### src/rtl/card_pkg.sv
// Shared constants, FSM state type and the blackjack point-value helper for
// the card dealer.
package card_pkg;

    localparam int RANKS     = 13;
    localparam int SUITS     = 4;
    localparam int DECK_SIZE = RANKS * SUITS;

    localparam logic [3:0] RANK_A = 4'd1;
    localparam logic [3:0] RANK_J = 4'd11;
    localparam logic [3:0] RANK_Q = 4'd12;
    localparam logic [3:0] RANK_K = 4'd13;

    typedef enum logic [1:0] {
        IDLE,
        LOAD,
        PROBE
    } dealer_state_t;

    // Blackjack value of a rank: ace counts 1, face cards count 10.
    function automatic logic [3:0] card_points(input logic [3:0] rank);
        if (rank >= RANK_J) begin
            return 4'd10;
        end
        return rank;
    endfunction

endpackage

### src/rtl/card_lfsr.sv
// Free-running 16-bit Fibonacci LFSR (x^16+x^14+x^13+x^11+1) used as the
// random start-slot source for the dealer. A zero seed is replaced by 1.
module card_lfsr #(
    parameter logic [15:0] SEED = 16'hACE1
) (
    input  logic        clk,
    input  logic        rst_n,
    output logic [15:0] state_o
);

    localparam logic [15:0] START = (SEED == 16'h0000) ? 16'h0001 : SEED;

    logic [15:0] state_q;
    logic [15:0] state_d;

    // Shift left and feed the tap XOR in at the bottom; escape the all-zero lock-up state.
    always_comb begin
        state_d = {state_q[14:0], state_q[15] ^ state_q[13] ^ state_q[12] ^ state_q[10]};
        if (state_q == 16'h0000) begin
            state_d = 16'h0001;
        end
    end

    // Step every cycle; synchronous reset reloads the seed.
    always_ff @(posedge clk) begin
        if (!rst_n) begin
            state_q <= START;
        end else begin
            state_q <= state_d;
        end
    end

    assign state_o = state_q;

endmodule

### src/rtl/card_dealer.sv
// Deals one card per draw request from a single 52-card deck without
// replacement. The LFSR picks a start slot and a linear probe skips dealt
// cards. Optional feature macro: CARD_POINTS_EN adds the card_points output.
module card_dealer
    import card_pkg::*;
#(
    parameter logic [15:0] SEED           = 16'hACE1,
    parameter bit          AUTO_RESHUFFLE = 1'b0
) (
    input  logic       clk,
    input  logic       rst_n,
    input  logic       shuffle,
    input  logic       draw_req,
    output logic       busy,
    output logic       card_valid,
    output logic [3:0] card_rank,
    output logic [1:0] card_suit,
    output logic [5:0] cards_left,
    output logic       empty,
    output logic       draw_err
`ifdef CARD_POINTS_EN
    ,
    output logic [3:0] card_points
`endif
);

    localparam logic [5:0] FULL_DECK = 6'(DECK_SIZE);
    localparam logic [5:0] LAST_SLOT = 6'(DECK_SIZE - 1);
    localparam logic [5:0] SUIT1_BASE = 6'(RANKS);
    localparam logic [5:0] SUIT2_BASE = 6'(2 * RANKS);
    localparam logic [5:0] SUIT3_BASE = 6'(3 * RANKS);

    dealer_state_t state_q;
    logic [51:0]   used_q;
    logic [5:0]    left_q;
    logic [5:0]    idx_q;
    logic [3:0]    rank_q;
    logic [1:0]    suit_q;
    logic [3:0]    card_rank_q;
    logic [1:0]    card_suit_q;
    logic          busy_q;
    logic          valid_q;
    logic          err_q;
`ifdef CARD_POINTS_EN
    logic [3:0]    points_q;
`endif

    logic [15:0] lfsr;
    logic [5:0]  loadIdx;
    logic [5:0]  suitBase;
    logic [1:0]  loadSuit;
    logic [3:0]  loadRank;

    card_lfsr #(
        .SEED(SEED)
    ) u_lfsr (
        .clk    (clk),
        .rst_n  (rst_n),
        .state_o(lfsr)
    );

    // Fold the raw 6-bit LFSR slice into 0..51 and derive the slot's suit and rank by range compare.
    always_comb begin
        loadIdx = lfsr[5:0];
        if (loadIdx >= FULL_DECK) begin
            loadIdx = loadIdx - FULL_DECK;
        end
        loadSuit = 2'd0;
        suitBase = 6'd0;
        if (loadIdx >= SUIT3_BASE) begin
            loadSuit = 2'd3;
            suitBase = SUIT3_BASE;
        end else if (loadIdx >= SUIT2_BASE) begin
            loadSuit = 2'd2;
            suitBase = SUIT2_BASE;
        end else if (loadIdx >= SUIT1_BASE) begin
            loadSuit = 2'd1;
            suitBase = SUIT1_BASE;
        end
        loadRank = 4'(loadIdx - suitBase) + RANK_A;
    end

    // Dealer FSM: accept requests, load a start slot, probe for a free card, and drive registered outputs.
    always_ff @(posedge clk) begin
        if (!rst_n) begin
            state_q     <= IDLE;
            used_q      <= '0;
            left_q      <= FULL_DECK;
            idx_q       <= '0;
            rank_q      <= RANK_A;
            suit_q      <= '0;
            card_rank_q <= '0;
            card_suit_q <= '0;
            busy_q      <= 1'b0;
            valid_q     <= 1'b0;
            err_q       <= 1'b0;
`ifdef CARD_POINTS_EN
            points_q    <= '0;
`endif
        end else begin
            valid_q <= 1'b0;
            err_q   <= 1'b0;
            case (state_q)
                IDLE: begin
                    if (shuffle) begin
                        used_q <= '0;
                        left_q <= FULL_DECK;
                    end else if (draw_req) begin
                        if (left_q != 6'd0) begin
                            state_q <= LOAD;
                            busy_q  <= 1'b1;
                        end else if (AUTO_RESHUFFLE) begin
                            used_q  <= '0;
                            left_q  <= FULL_DECK;
                            state_q <= LOAD;
                            busy_q  <= 1'b1;
                        end else begin
                            err_q <= 1'b1;
                        end
                    end
                end
                LOAD: begin
                    if (shuffle) begin
                        used_q  <= '0;
                        left_q  <= FULL_DECK;
                        busy_q  <= 1'b0;
                        state_q <= IDLE;
                    end else begin
                        idx_q   <= loadIdx;
                        rank_q  <= loadRank;
                        suit_q  <= loadSuit;
                        state_q <= PROBE;
                    end
                end
                PROBE: begin
                    if (shuffle) begin
                        used_q  <= '0;
                        left_q  <= FULL_DECK;
                        busy_q  <= 1'b0;
                        state_q <= IDLE;
                    end else if (!used_q[idx_q]) begin
                        used_q[idx_q] <= 1'b1;
                        card_rank_q   <= rank_q;
                        card_suit_q   <= suit_q;
                        left_q        <= left_q - 6'd1;
                        valid_q       <= 1'b1;
                        busy_q        <= 1'b0;
                        state_q       <= IDLE;
`ifdef CARD_POINTS_EN
                        points_q      <= card_pkg::card_points(rank_q);
`endif
                    end else if (idx_q == LAST_SLOT) begin
                        idx_q  <= 6'd0;
                        rank_q <= RANK_A;
                        suit_q <= 2'd0;
                    end else begin
                        idx_q <= idx_q + 6'd1;
                        if (rank_q == RANK_K) begin
                            rank_q <= RANK_A;
                            suit_q <= suit_q + 2'd1;
                        end else begin
                            rank_q <= rank_q + 4'd1;
                        end
                    end
                end
                default: begin
                    state_q <= IDLE;
                    busy_q  <= 1'b0;
                end
            endcase
        end
    end

    assign busy       = busy_q;
    assign card_valid = valid_q;
    assign card_rank  = card_rank_q;
    assign card_suit  = card_suit_q;
    assign cards_left = left_q;
    assign empty      = (left_q == 6'd0);
    assign draw_err   = err_q;
`ifdef CARD_POINTS_EN
    assign card_points = points_q;
`endif

endmodule
### config.mk
export PLATFORM = sky130hd
export DESIGN_NAME = card_dealer
export DESIGN_NICKNAME = d
export VERILOG_FILES = /design/src/rtl/card_pkg.sv /design/src/rtl/card_lfsr.sv /design/src/rtl/card_dealer.sv
export SDC_FILE = /design/constraint.sdc
export NUM_CORES = 1
export LEC_CHECK = 0
export CORE_MARGIN = 8
export CORE_UTILIZATION = 25
export CTS_BUF_LIST = sky130_fd_sc_hd__clkbuf_8
export DETAILED_ROUTE_END_ITERATION = 8
export PLACE_DENSITY_LB_ADDON = 0.15
export SLEW_MARGIN = 10
export SYNTH_ARGS = -nofsm -noshare
export SYNTH_HDL_FRONTEND = slang
export SYNTH_SLANG_ARGS = --single-unit
### constraint.sdc
create_clock -name clk -period 6.2 [get_ports clk]
set_input_delay 1.55 -clock clk [delete_from_list [all_inputs] [get_ports clk]]
set_output_delay 1.55 -clock clk [all_outputs]
set_load 0.01 [all_outputs]
# Word-level counts from Yosys, hierarchy flattened
# Index checks and enable logic that the tools add are counted.
[totals]
word_cells = 120
regBits = 97
out_inout_bits = 16
[classes]
add_sub_neg = 7
bitwise = 10
reduce_logical = 17
n_mux = 53
n_eq_ne = 14
order_cmp = 6
[op_table]
columns = ["cell", "count"]
rows = [
  ["2-to-1 mux 52 bit", 3],
  ["one-hot mux 52 bit (2 select lines)", 1],
  ["OR 52 bit", 1],
  ["2-to-1 mux 6 bit", 8],
  ["2-to-1 mux 4 bit", 8],
  ["2-to-1 mux 2 bit", 13],
  ["one-hot mux 6 bit (2 select lines)", 2],
  ["zero test 16 bit", 1],
  ["2-to-1 mux 16 bit", 1],
  ["!= test 2 bit (second input constant)", 7],
  ["greater-or-equal comparator 6 bit (second input constant)", 2],
  ["2-to-1 mux 1 bit", 11],
  ["AND reduction 5 bit", 2],
  ["adder 4 x 1 -> 4 bit (second input constant)", 2],
  ["one-hot mux 4 bit (2 select lines)", 1],
  ["AND reduction 4 bit", 2],
  ["less-than comparator 6 x 7 -> 1 bit (second input constant)", 1],
  ["adder 6 x 1 -> 6 bit (second input constant)", 1],
  ["binary-select mux 1 bit (select 6 bit)", 1],
  ["demux 1 bit (select 6 bit)", 1],
  ["equality test 6 bit (second input constant)", 1],
  ["greater-or-equal comparator 6 x 1 -> 1 bit (second input constant)", 1],
  ["greater-or-equal comparator 6 x 4 -> 1 bit (second input constant)", 1],
  ["greater-or-equal comparator 6 x 5 -> 1 bit (second input constant)", 1],
  ["23 further kinds", 34],
]

# Depth between registers and ports, before layout
# Gate-level depths: netlist (run 1).
[logic_depth]
depth_word = 10
depth_mapped = 16
depth_no_buf = 15

# Cells and area by module
# A second synthesis (run 1) with hierarchy kept.
[hier_totals]
hier_cells = 545
area_unflattened_um2 = 4842.1
[modules_own_cells]
columns = ["module", "area_each_um2", "cells_each", "instances"]
rows = [
  ["card_dealer", 4357.9, 504, 1],
  ["card_lfsr", 484.2, 41, 1],
]

# Worst setup path after synthesis (run 1)
# Ideal clock, no wire load.
[synth_timing]
kind = "register to register"
from = "reg u_lfsr.state_q[3], in the netlist u_lfsr.state_o[3]"
to = "reg rank_q[3]"
path_buffers = 1
setup_ns = 0.086
synth_period_minus_slack_ns = 3.646
t_arrival_ns = 3.560
stages_incl_launch_ff = 17
slack_ns = 2.554
cell_sequence = "dfxtp_1 inv_1 ha_1 o21a_1 or2_2 clkbuf_1 nand2_1 o21ai_0 ha_1 inv_1 ha_1 fa_1 or3_1 nand4_1 nor3_1 or3b_1 a221oi_2"
[synth_via]
elab_chain_cells = 10
[synth_lines]
columns = ["element", "line_no", "source"]
rows = [
  ["start, declared", "card_lfsr.sv:13", "logic [15:0] state_q;"],
  ["start signal, assigned", "card_lfsr.sv:29", "state_q <= state_d;"],
  ["subtractor 6 bit or greater-or-equal comparator 6 bit (tied branches)", "card_dealer.sv:66, card_dealer.sv:65", ""],
  ["2-to-1 mux 6 bit *", "card_dealer.sv:65", "if (loadIdx >= FULL_DECK) begin"],
  ["greater-or-equal comparator 6 x 4 -> 1 bit", "card_dealer.sv:76", "end else if (loadIdx >= SUIT1_BASE) begin"],
  ["2-to-1 mux 4 bit", "card_dealer.sv:76", ""],
  ["2-to-1 mux 4 bit", "card_dealer.sv:73", "end else if (loadIdx >= SUIT2_BASE) begin"],
  ["2-to-1 mux 4 bit", "card_dealer.sv:70", "if (loadIdx >= SUIT3_BASE) begin"],
  ["subtractor 4 bit *", "card_dealer.sv:80", "loadRank = 4'(loadIdx - suitBase) + RANK_A;"],
  ["adder 4 x 1 -> 4 bit *", "card_dealer.sv:80", ""],
  ["2-to-1 mux 4 bit *", "card_dealer.sv:123", "if (shuffle) begin"],
  ["one-hot mux 4 bit (2 select lines) *", "card_dealer.sv:103", "case (state_q)"],
  ["end signal, assigned", "card_dealer.sv:130", "rank_q <= loadRank;"],
  ["end signal, assigned", "card_dealer.sv:162", "rank_q <= rank_q + 4'd1;"],
  ["end, declared", "card_dealer.sv:37", "logic [3:0] rank_q;"],
]
# Every way passes the cells marked *; elsewhere a longest branch is shown, timed or not. The select of a mux whose other input is x is not followed.
# A chain may end at the register's enable or synchronous reset.

# Worst setup path after layout (run 1)
# Ends and elaborated chain as after synthesis.

==> flow_metrics.tcl, run 1 <==
set metrics [dict create \
    synth_nets 564 \
    first_pass_iters 5 \
    dp_hpwl_um 8440 \
    slowest_stage "o21ai_0" \
    yosysTopAreaCell "dfxtp_1" \
    synth_seq_area_share_pct 40.5 \
    grt_pass1_wl_um 21600 \
    path_delay_family "compound AO/OA/AOI/OAI gates" \
    netlist_area_mm2 0.00479 \
    drc_errors 0 \
    fmaxAchievable_mhz 248 \
    worst-path-max-fanout 8 \
    post_cts_buffers 0 \
    critPathBufInv 2 \
    area_growth_pct 10.8 \
    startpoint_type "flop" \
    die_h_um 154 \
    antenna_found_initial 0 \
    grt.total_usage_pct 11.3 \
    hold_viol_final 0 \
    syn_avg_cell_area_um2 8.66 \
    postRouteAntennaNets 0 \
    worstPathArrival_ns 4.32 \
    synth_edf_count 0 \
    ys_top_cells_by_area "dfxtp_1 (41%), a31oi_1 (6.8%), nor2_1 (6.3%)" \
    insertion_delay_ns 0.39 \
    drt_iter0_drc 304 \
    tns_ns 0 \
    yosysTopAreaCellShare_pct 40.5 \
    rsz0062_at_grt "no" \
    synth-main-ff-cell "dfxtp_1" \
    initial_core_util_pct 25.5 \
    core_area_mm2 0.0188 \
    finalNonFillerCells 781 \
    setup_viol 0 \
    synthDistinctLibCells 73 \
    final_nets 553 \
    layout-drive-gt1-share_pct 8.96 \
    finClkSkew_ns 0.0262 \
    worstHoldStart "u_lfsr.state_o[6]" \
    clk_pin_slew_worst_paths_ns 0.10 \
    leakagePower_nw 1.75 \
    ctsResizeCount 0 \
    period_minus_slack_ns 4.03 \
    postCtsHoldBufs 0 \
    post-place-cells 765 \
    crit_type "reg2reg" \
    cp_common_cell "ha_1" \
    die_area_mm2 0.0238 \
    die_w_um 154 \
    synth_common_cells "dfxtp_1 (97), nor2_1 (80), a31oi_1 (52)" \
    cts_max_level 3 \
    cts-root-buf "clkbuf_8" \
    rows 50 \
    vias_per_cell 5.19 \
    antennaDiodeCount 0 \
    synth_warnings 0 \
    place_congestion 0.879 \
    cp_cell_sequence "inv_1, ha_1, o31a_1, o21ai_0, o21ai_0, ha_1, inv_1, ha_1, fa_1, and3_1, mux2_4, o21ai_1, or3b_1, a221oi_2" \
    maxCapViolCount 0 \
    holdPathStages 1 \
    syn_inst 553 \
    cts_made_buffers 9 \
    vias 4054 \
    crit_path_max_incr_delay_ns 0.49 \
    grt_max_degree 58 \
    cts_buffer_depth 2 \
    reg2reg_slack_ns 2.17 \
    hold_end "u_lfsr.state_o[7]" \
    slew_viol_final 0 \
    async_reset_ff_share_pct 0 \
    synth-seq-cells 97 \
    hp-class "reg2reg" \
    slew_headroom_pct 26.6 \
    rr_startpoint "u_lfsr.state_o[3]" \
    grt_pass1_vias 3988 \
    drt-total-wl_um 13100 \
    avgRoutedWirePerCell_um 16.7 \
    rr_endpoint "rank_q[3]" \
    pin_count 20 \
    post-route-period-util_pct 65.0 \
    reg2reg_depth 14 \
    vdd_ir_drop_max_v 0.000120 \
    numClockSinks 97 \
    power_density_mw_per_mm2 234 \
    fillCellCount 2044 \
    port_buffers 19 \
    max_slew.worst_pin.slew_ns 1.10 \
    synth.most_common_cell "dfxtp_1" \
    cts_tree "done" \
    outcome "complete, no violations" \
    cp.required_ns 6.49 \
    cp-end-kind "flop" \
    overflow 0 \
]
## state kept, by name (all words and copies together), names as in the netlist
name,count
idx_q,6
draw_err,1
card_valid,1
state_q,2
u_lfsr.state_o,16
rank_q,4
cards_left,6
used_q,52
card_suit,2
busy,1
card_rank,4
suit_q,2
## cells by family after synthesis
group / Yosys count / synth area share (%)
and+or+nand+nor: 217 / 22.6
DFF: 97 / 40.5
buffers and inverters: 62 / 6.32
AOI/OAI and AO/OA: 140 / 21.0
adders and majority gates: 7 / 1.99
xor gates and xnor gates: 8 / 1.46
muxes: 22 / 6.06
## where the power goes
| part | switching, W | internal (W) | leakage (nW) |
|---|---|---|---|
| Combinational | 0.0000780 | 0.0000533 | 0.856 |
| Sequential | 0.0000181 | 0.000634 | 0.787 |
| Clock | 0.000261 | 0.000198 | 0.107 |
| Total | 0.000357 | 0.000885 | 1.75 |
## through the flow
step / util (%) / hold WS (ns) / power [W] / setup slack, ns / area, µm²
detailed placement: 27.1 / 0.434 / 0.000797 / 2.30 / 5080
finish: 28.3 / 0.456 / 0.00124 / 2.17 / 5310
CTS: 28.3 / 0.459 / 0.00126 / 2.26 / 5310
global route: 28.3 / 0.491 / 0.00131 / 1.95 / 5310
global placement: 27.1 / 0.426 / 0.000797 / 2.38 / 5080
floorplan: - / 0.412 / 0.000764 / 2.55 / 4790
## worst reg2reg max path, delay by kind of cell (launching register included)
kind                       cells  cell delay (ns)
AOI/OAI and AO/OA              5             1.29
muxes                          1             0.26
buffers and inverters          2             0.11
and+or+nand+nor                2             0.55
DFF                            1             0.45
adders and majority gates      4             1.27
## layout by cell type (no fill, tap or decap), types with 3 or more instances in the layout
cell type        synthesis  final
ha_1                     6      6
nor2_1                  80     80
o22ai_1                  6      6
nor4_1                   6      6
a211oi_1                 8      8
dfxtp_1                 97     97
nand2b_1                15     15
nand3_1                  9      9
mux4_2                   5      5
inv_1                   14     14
a32oi_1                  4      4
mux2i_1                 14     14
o21ai_0                 16     16
clkdlybuf4s50_1          0     19
or3_1                    4      4
and2_1                  11     11
nand2_1                 38     37
a31oi_1                 52     52
nor3b_1                  7      7
nor2b_1                  9      9
and3_1                  10     10
o21a_1                   3      3
a211o_1                  3      3
nor3_1                  11     11
a41oi_1                  4      4
nand4_1                  3      3
xnor2_1                  6      6
clkbuf_8                 0      9
a21oi_1                 11     11
buf_4                   12      6
## worst max-delay path by stage
stage	start	end	slack, ns	cells after the start
final	u_lfsr.state_o[3]	rank_q[3]	2.17	14
after floorplan	u_lfsr.state_o[3]	rank_q[3]	2.55	16
after global placement	u_lfsr.state_o[3]	rank_q[3]	2.38	14
after detailed placement	u_lfsr.state_o[3]	rank_q[3]	2.30	14
after CTS	u_lfsr.state_o[3]	rank_q[3]	2.26	14
after global routing	u_lfsr.state_o[3]	rank_q[3]	1.95	14
## layout make-up
type                    count  area (µm²)  area share, %
well taps                 234         293           5.52
clock buffers               9         124           2.33
repair buffers             25         235           4.43
clock inverters             7        98.8           1.86
multi-input cells         394        2560           48.2
inverters                  15        56.3           1.06
flip-flops and latches     97        1940           36.6
## layer usage
| metal | GRT usage (%) | vias up | part of all wire, % | wire length (µm) |
|---|---|---|---|---|
| met5 | 0 | - | 0 | 0 |
| li1 | - | 1986 | - | - |
| met1 | 14.7 | 1977 | 49 | 6400 |
| met3 | 2.48 | 12 | 3.5 | 458 |
| met4 | 3.69 | 0 | 1.3 | 173 |
| met2 | 18.3 | 79 | 46 | 6040 |
(Power assumes the default switching activity.)
==> run 2, diff against run 1 <==
==> constraint.sdc (replaced) <==
create_clock -name clk -period 4.1 [get_ports clk]
set_input_delay 1.025 -clock clk [delete_from_list [all_inputs] [get_ports clk]]
set_output_delay 1.025 -clock clk [all_outputs]
set_load 0.01 [all_outputs]
==> run 2 against run 1 <==
Compared with the run above: final area up 0.92%; total power up 45%; critical endpoint unchanged; sequential share of layout area down 0.29 points; setup slack worse by 1.8 ns; routed wire length down 1.6%; via count up 0.27%.
==> flow_metrics.tcl, run 2 (synthesis results as in run 1) <==
set metrics [dict create \
    cts_tree "done" \
    initial_core_util_pct 25.5 \
    antennaDiodeCount 0 \
    final_common_cell "dfxtp_1" \
    die_area_mm2 0.0238 \
    place_congestion 0.860 \
    postCtsHoldBufs 0 \
    leakagePower_nw 1.79 \
    max_slew.worst_pin.slew_ns 1.07 \
    first_pass_iters 5 \
    maxCapViolCount 0 \
    layout-drive-gt1-share_pct 11.0 \
    tns_ns 0 \
    post-place-cells 776 \
    hold_viol_final 0 \
    grt.total_usage_pct 11.0 \
    drt_iter0_drc 251 \
    avgRoutedWirePerCell_um 16.3 \
    holdPathStages 1 \
    slew_viol_final 0 \
    final_nets 564 \
    final_cell_mix "dfxtp_1 (95), nor2_1 (80), a31oi_1 (52)" \
    fmaxAchievable_mhz 266 \
    fillCellCount 1990 \
    cp-end-kind "flop" \
    reg2reg_depth 15 \
    post-route-period-util_pct 91.6 \
    dp_hpwl_um 8630 \
    startpoint_type "flop" \
    die_w_um 154 \
    cts_buffer_depth 2 \
    worst-path-max-fanout 8 \
    pin_count 20 \
    die_h_um 154 \
    power_density_mw_per_mm2 335 \
    insertion_delay_ns 0.38 \
    grt_pass1_wl_um 21300 \
    cts_max_level 3 \
    place_area_mm2 0.00518 \
    rows 50 \
    rsz0062_at_grt "no" \
    slew_headroom_pct 28.3 \
    period_minus_slack_ns 3.75 \
    outcome "complete, no violations" \
    drc_errors 0 \
    vias_per_cell 5.14 \
    drt-total-wl_um 12900 \
    antenna_found_initial 0 \
    hp-class "reg2reg" \
    cts-root-buf "clkbuf_8" \
    core_area_mm2 0.0188 \
    numClockSinks 97 \
    cp.required_ns 4.39 \
    vdd_ir_drop_max_v 0.000166 \
    fin_area_mm2 0.00535 \
    grt_max_degree 54 \
    port_buffers 19 \
    post_cts_buffers 0 \
    area_growth_pct 11.8 \
    crit_type "reg2reg" \
    setup_viol 0 \
    ctsResizeCount 0 \
    grt_pass1_vias 4007 \
    finalNonFillerCells 791 \
    clk_pin_slew_worst_paths_ns 0.10 \
    cts_made_buffers 9 \
    largest_reg_flops 52 \
    worstPathArrival_ns 4.04 \
    postRouteAntennaNets 0 \
    vias 4065 \
    top_register "used_q" \
    finClkSkew_ns 0.0222 \
    overflow 0 \
]
run 2: cell types whose count changed in the layout (fill, tap and decap cells not counted), sizes merged:
cell / delta
bufinv: -1
clkinv: -1
buf: +11
clkinvlp: -1
inv: +2
run 2: area by class of cell:
class	count	area (µm²)	area share (%)
multi-input combinational	394	2560	47.7
sequential	97	1940	36.3
inverter	15	56.3	1.05
clock inverter	6	50.0	0.935
tap	234	293	5.47
clock buffer	9	124	2.31
timing repair buffer	36	330	6.17
run 2: report_power, final:
| group | internal [W] | switching, W | total [W] |
|---|---|---|---|
| clock network | 0.000229 | 0.000376 | 0.000605 |
| registers | 0.000959 | 0.0000258 | 0.000984 |
| logic | 0.0000872 | 0.000119 | 0.000207 |
run 2: worst paths after layout:
check	start	end	slack, ns
hold reg to reg	u_lfsr.state_o[14]	u_lfsr.state_o[15]	0.46
setup / recovery	u_lfsr.state_o[3]	rank_q[3]	0.35
hold / removal	u_lfsr.state_o[14]	u_lfsr.state_o[15]	0.46
setup reg to reg	u_lfsr.state_o[3]	rank_q[3]	0.35
run 2: metal layers:
metal / up-vias / GRT usage [%] / wire length, µm
li1: 2000 / - / -
met2: 78 / 17.2 / 5790
met3: 18 / 1.87 / 444
met4: 0 / 4.53 / 244
met1: 1969 / 14.6 / 6380
met5: - / 0 / 0
run 2: critical path, stage by stage (launching register included):
cell and delay (ns):
dfxtp_2 0.41, inv_1 0.06, ha_1 0.26, o21a_1 0.27, or2_2 0.37, nand2_1 0.10
o21ai_1 0.10, ha_1 0.29, inv_1 0.04, ha_1 0.20, fa_1 0.45, and3_1 0.18
mux2_4 0.26, o21ai_1 0.12, or3b_1 0.38, a221oi_2 0.21
run 2: stage by stage:
stage | util [%] | hold WS, ns | power [W] | worst slack, ns
3_5_place_dp | 27.6 | 0.436 | 0.00121 | 0.268
3_3_place_gp | 27.6 | 0.426 | 0.00121 | 0.349
6_report | 28.5 | 0.460 | 0.00180 | 0.345
5_1_grt | 28.5 | 0.481 | 0.00189 | 0.0376
4_1_cts | 28.5 | 0.460 | 0.00182 | 0.226
2_1_floorplan | - | 0.412 | 0.00116 | 0.454
